### src/rtl/cam_pkg.sv
// Shared definitions for the CAM match resolver: state encoding and default row count.
package cam_pkg;

    localparam int CAM_DEPTH_DEFAULT = 16;

    typedef enum logic [1:0] {
        IDLE = 2'd0,
        EMIT = 2'd1,
        MISS = 2'd2
    } cam_st_e;

endpackage

### src/rtl/cam_priority_enc.sv
// Combinational lowest-set-bit encoder over a CAM row vector.
module cam_priority_enc #(
    parameter int CAM_DEPTH = 16,
    parameter int ADDR_W    = $clog2(CAM_DEPTH)
) (
    input  logic [CAM_DEPTH-1:0] vec,
    output logic [ADDR_W-1:0]    idx,
    output logic                 any
);

    logic [CAM_DEPTH-1:0] onehot;

    // Isolate the lowest set bit, then OR-reduce its index: log-depth, no priority chain.
    always_comb begin
        onehot = vec & (~vec + CAM_DEPTH'(1));
        idx    = '0;
        for (int i = 0; i < CAM_DEPTH; i++) begin
            if (onehot[i]) begin
                idx = idx | ADDR_W'(i);
            end
        end
    end

    assign any = |vec;

endmodule

### src/rtl/cam_match_resolver.sv
// Serialises a captured CAM row_match vector into per-address responses, lowest row first.
// Optional CAM_MATCH_COUNT_EN adds a registered popcount output (match_count).
module cam_match_resolver
    import cam_pkg::*;
#(
    parameter int CAM_DEPTH = CAM_DEPTH_DEFAULT,
    parameter int ADDR_W    = $clog2(CAM_DEPTH)
) (
    input  logic                 clk,
    input  logic                 rst,
    input  logic                 search_valid,
    output logic                 search_ready,
    input  logic [CAM_DEPTH-1:0] row_match,
    output logic                 match_valid,
    input  logic                 match_ready,
    output logic                 match_hit,
    output logic [ADDR_W-1:0]    match_addr,
    output logic                 match_last
`ifdef CAM_MATCH_COUNT_EN
    ,
    output logic [ADDR_W:0]      match_count
`endif
);

    cam_st_e              st, st_next;
    logic [CAM_DEPTH-1:0] pend, pend_next;
    logic [ADDR_W-1:0]    low_idx;
    logic                 low_any;
    logic                 pend_single;

    cam_priority_enc #(
        .CAM_DEPTH (CAM_DEPTH),
        .ADDR_W    (ADDR_W)
    ) u_enc (
        .vec (pend),
        .idx (low_idx),
        .any (low_any)
    );

    assign pend_single = (pend & (pend - CAM_DEPTH'(1))) == '0;

    always_ff @(posedge clk or negedge rst) begin
        if (!rst) begin
            st   <= IDLE;
            pend <= '0;
        end else begin
            st   <= st_next;
            pend <= pend_next;
        end
    end

    always_comb begin
        st_next      = st;
        pend_next    = pend;
        search_ready = 1'b0;
        match_valid  = 1'b0;
        match_hit    = 1'b0;
        match_addr   = '0;
        match_last   = 1'b0;
        case (st)
            IDLE: begin
                search_ready = 1'b1;
                if (search_valid) begin
                    pend_next = row_match;
                    st_next   = (|row_match) ? EMIT : MISS;
                end
            end
            EMIT: begin
                match_valid = 1'b1;
                match_hit   = low_any;
                match_addr  = low_idx;
                match_last  = pend_single;
                if (match_ready) begin
                    pend_next = pend & ~(CAM_DEPTH'(1) << low_idx);
                    if (pend_single) begin
                        st_next = IDLE;
                    end
                end
            end
            MISS: begin
                match_valid = 1'b1;
                match_last  = 1'b1;
                if (match_ready) begin
                    st_next = IDLE;
                end
            end
            default: st_next = IDLE;
        endcase
    end

`ifdef CAM_MATCH_COUNT_EN
    logic [ADDR_W:0] row_count;

    always_comb begin
        row_count = '0;
        for (int i = 0; i < CAM_DEPTH; i++) begin
            row_count = row_count + (ADDR_W+1)'(row_match[i]);
        end
    end

    // Held for the whole response sequence; only an accepted search updates it.
    always_ff @(posedge clk or negedge rst) begin
        if (!rst) begin
            match_count <= '0;
        end else if (st == IDLE && search_valid) begin
            match_count <= row_count;
        end
    end
`endif

endmodule

### config.mk
export PLATFORM = sky130hd
export DESIGN_NAME = cam_match_resolver
export DESIGN_NICKNAME = d
export VERILOG_FILES = /design/src/rtl/cam_pkg.sv /design/src/rtl/cam_priority_enc.sv /design/src/rtl/cam_match_resolver.sv
export SDC_FILE = /design/constraint.sdc
export NUM_CORES = 1
export LEC_CHECK = 0
export ABC_CLOCK_PERIOD_IN_PS = 2000
export BUFFER_PORTS_ARGS = -buffer_cell sky130_fd_sc_hd__buf_4
export CORE_ASPECT_RATIO = 0.5
export CORE_MARGIN = 1.5
export CORE_UTILIZATION = 49
export DETAILED_ROUTE_END_ITERATION = 16
export PLACE_DENSITY = 0.74
export SYNTH_ARGS = -nofsm -noshare
export SYNTH_HDL_FRONTEND = slang
export SYNTH_HIERARCHICAL = 1
export SYNTH_SLANG_ARGS = --single-unit
### constraint.sdc
create_clock -name clk -period 2 [get_ports clk]
set_input_delay 0.3 -clock clk [delete_from_list [all_inputs] [get_ports clk]]
set_output_delay 0.3 -clock clk [all_outputs]
set_load 0.02 [all_outputs]
==> metrics.csv <==
stage;metric;value;unit
worst_hold_path;hold_class;in -> reg;
setup_path;crit_chain;or2b_1, a221oi_4, a311oi_1, o22ai_1, buf_4, clkinvlp_4, or2_1, o21ai_0, o21ai_1;
power_and_ir_drop;peakVddDrop;1.59;mV
synthesis;postSynthCellCount;171;
power_and_ir_drop;p_comb_frac;0.790;
synthesis;syn-cell-area;1420;um2
place;dp_hpwl;3530;um
drt;drt_iter0_markers;183;
clock_network;cts_buffers;3;
setup_path;crit_required;2140;ps
floorplanning;die_h;41.1;um
sta;setup_tns;-6970;ps
sta;period_share;1.25;
sta;setup_viol;24;
drt;drc;0;
power_and_ir_drop;leakage;0.990;nW
synthesis;ys_seq_area_frac;0.317;
synthesis;synthFlopType;dfrtp_1;
sta;slew_headroom;0.711;
floorplanning;die-width;79.2;um
floorplanning;die_area;3250;um2
global_routing;antenna_found_initial;0;
synthesis;synth-edff-count;0;
run_status;violations;setup timing;
global_routing;grt_remaining_overflow;0;
cells_and_area;filler_cell_count;146;
clock_network;clockBufferDepth;2;
setup_path;critPathSlowestCell;dfrtp_2;
cells_and_area;diodes;0;
sta;period_minus_slack;2500;ps
sta;tightestPinTransition;432;ps
power_and_ir_drop;p_int;2.64;mW
cells_and_area;fin_nets;270;
setup_path;r2r_slack;-500;ps
setup_path;worstPathMaxFanout;6;
global_routing;grt_max_degree;23;
cells_and_area;area_growth;59.7;%
sta;setup_ws;-502;ps
power_and_ir_drop;seqPwrFrac;0.151;
drt;first_pass_iters;7;
setup_path;crit_buf_inv;2;
job;maxCapViolCount;0;
clock_network;cts_num_sinks;18;
floorplanning;placementRows;13;
drt;wl_per_cell;20.0;um
sta;fmax;0.400;GHz
global_routing;grt_pass1_wl;7750;um
setup_path;cp-start-kind;flip-flop;
sta;clock_skew;1.88;ps
worst_hold_path;hold_depth;3;
setup_path;cpPeakStageDelay;450;ps
sta;finalMaxSlewViolations;0;
synthesis;synth_cell_types;44;
synthesis;synth_fp_nets;194;
clock_network;path_clk_slew;70;ps
drt;via_per_inst;6.58;
floorplanning;start_util;0.533;
setup_path;rr_startpoint;pend[12];
power_and_ir_drop;swShare;0.485;
global_routing;grt_pass1_vias;1567;
synthesis;synth-seq-cells;18;
setup_path;critPathKind;reg -> reg;
setup_path;worst-path-stages;9;
clock_network;cts_root_buf;clkbuf_8;
drt;wl;5650;um
synthesis;async_flop_share;1.00;
synthesis;avgSynthCellArea;8.31;um2
setup_path;cp.arrival;2650;ps
setup_path;reg2reg_to;pend[9];
clock_network;cts_tree;done;
synthesis;synth_warnings;6;
run_status;status;finished with violations;
drt;vias;1861;
setup_path;cp_top_family;compound AO/OA/AOI/OAI gates;
power_and_ir_drop;switching_power;2.49;mW
power_and_ir_drop;power.density;2260;nW/um2
sta;rsz0062_at_grt;yes;
drt;antenna_left;0;
worst_hold_path;hold_start;row_match[8];
place;place_ws;-180;ps
clock_network;htreeDepth;1;
floorplanning;coreArea;2670;um2
place;portBuffers;27;
global_routing;gr-usage-all-layers;0.332;
setup_path;rr_worst_depth;9;
clock_network;clock_latency;250;ps
setup_path;endpoint_kind;flip-flop;
cells_and_area;drive_gt1_frac;0.467;
power_and_ir_drop;clockPowerShare;0.059;
sta;hold_violations;0;
place;gp_congestion;0.944;
floorplanning;ios;28;
worst_hold_path;min_to;pend[8];
## layout make-up
class,count,area (um2),area share
clock buffers,4,55.1,0.0243
multi-input cells,143,1070,0.472
well taps,37,46.3,0.0204
inverters,6,26.3,0.0116
flip-flops and latches,18,454,0.200
repair buffers,75,617,0.272
## tightest hold or removal path, cell delays in order
cell,delay (ps)
buf_4,80
nand2_1,40
o21ai_1,60
## cell usage in the layout, fill, tap and decap left out, types with 2 or more instances in the layout
master / Yosys / routed
buf_6: 0 / 7
ha_1: 3 / 3
nor4_4: 2 / 3
nand2b_1: 7 / 4
nand2_1: 20 / 19
o31ai_1: 2 / 2
o21ai_1: 8 / 11
nand2b_4: 0 / 3
a222oi_1: 3 / 3
nor2_2: 0 / 2
clkbuf_8: 0 / 4
and2_1: 5 / 5
dfrtp_2: 0 / 3
o21ai_2: 0 / 4
a22o_1: 9 / 9
a21oi_1: 3 / 2
buf_4: 1 / 65
o21ai_0: 19 / 12
nor3_1: 2 / 2
a211oi_1: 5 / 2
nand3_1: 4 / 4
nor4_2: 2 / 2
dfrtp_1: 18 / 15
inv_1: 6 / 5
nor2_1: 14 / 12
and2_2: 4 / 4
nor4_1: 6 / 5
nand4_1: 3 / 3
a211oi_2: 0 / 3
buf_12: 0 / 2
## kinds of logic after synthesis
kind of cell / synth area share
adder cells (fa/ha/maj): 0.0264
AND/OR/NAND/NOR: 0.313
AO/OA/AOI/OAI: 0.314
buffers and inverters: 0.0290
flip-flops: 0.317
## Yosys cell counts, types with 2 or more instances
master	number	area, um2
nand3_1	4	20.0
nor2_1	14	52.6
o21ai_1	8	40.0
nand2b_1	7	43.8
a211oi_1	5	37.5
o31ai_1	2	15.0
and2_2	4	30.0
a222oi_1	3	30.0
a21oi_1	3	15.0
nor4_4	2	42.5
and2_1	5	31.3
nand2_1	20	75.1
o21ai_0	19	95.1
nor4_1	6	37.5
o32ai_1	2	17.5
clkbuf_1	3	11.3
ha_1	3	37.5
nand4_1	3	18.8
nor3_1	2	10.0
a22o_1	9	78.8
dfrtp_1	18	450
nor4_2	2	25.0
inv_1	6	22.5
## registers in the layout, summed over array words and instances (netlist names)
| register | count |
|---|---|
| pend | 16 |
| st | 2 |
## metal layers
layer / track usage / wire length, um / up-vias
met5: 0 / 0 / -
met4: 0.105 / 177 / 0
met3: 0.0844 / 604 / 27
met2: 0.556 / 2510 / 141
met1: 0.435 / 2350 / 883
li1: - / - / 810
## power groups by stage
stage                     Sequential [mW]  Clock (mW)  Combinational (mW)
final                               0.774       0.303                4.05
after global routing                0.783       0.317                4.28
after CTS                           0.769       0.311                3.38
after detailed placement            0.767           0                2.91
after global placement              0.753           0                2.86
after floorplan                     0.780           0                1.63
## worst max-delay path by stage
stage               startpoint    endpoint  slack [ps]
floorplan              pend[2]  match_last           9
global placement      pend[14]  match_last        -220
detailed placement    pend[13]    pend[15]        -180
CTS                    pend[9]  match_last        -330
global route          pend[12]    pend[13]        -590
finish                pend[12]     pend[9]        -500
## stage by stage
stage | power (mW) | area (um2) | std cells | hold WS (ps) | util
3_5_place_dp | 3.68 | 1920 | 265 | 189 | 0.720
4_1_cts | 4.46 | 2120 | 277 | 264 | 0.793
5_1_grt | 5.38 | 2270 | 283 | 281 | 0.851
6_report | 5.12 | 2270 | 283 | 264 | 0.851
3_3_place_gp | 3.61 | 1920 | 265 | 185 | 0.720
2_1_floorplan | 2.41 | 1420 | 171 | 4.41 | -
## timing repair
item                                    CTS  global route
cloned                                    0             0
pin swaps                                 9             6
hold buffers                              1             0
hold endpoints to repair                 18             0
endpoints found under the setup margin   22            24
setup buffers                             7             6
resized for setup                        23            21
No activity file was read; power rests on OpenSTA's default activity.
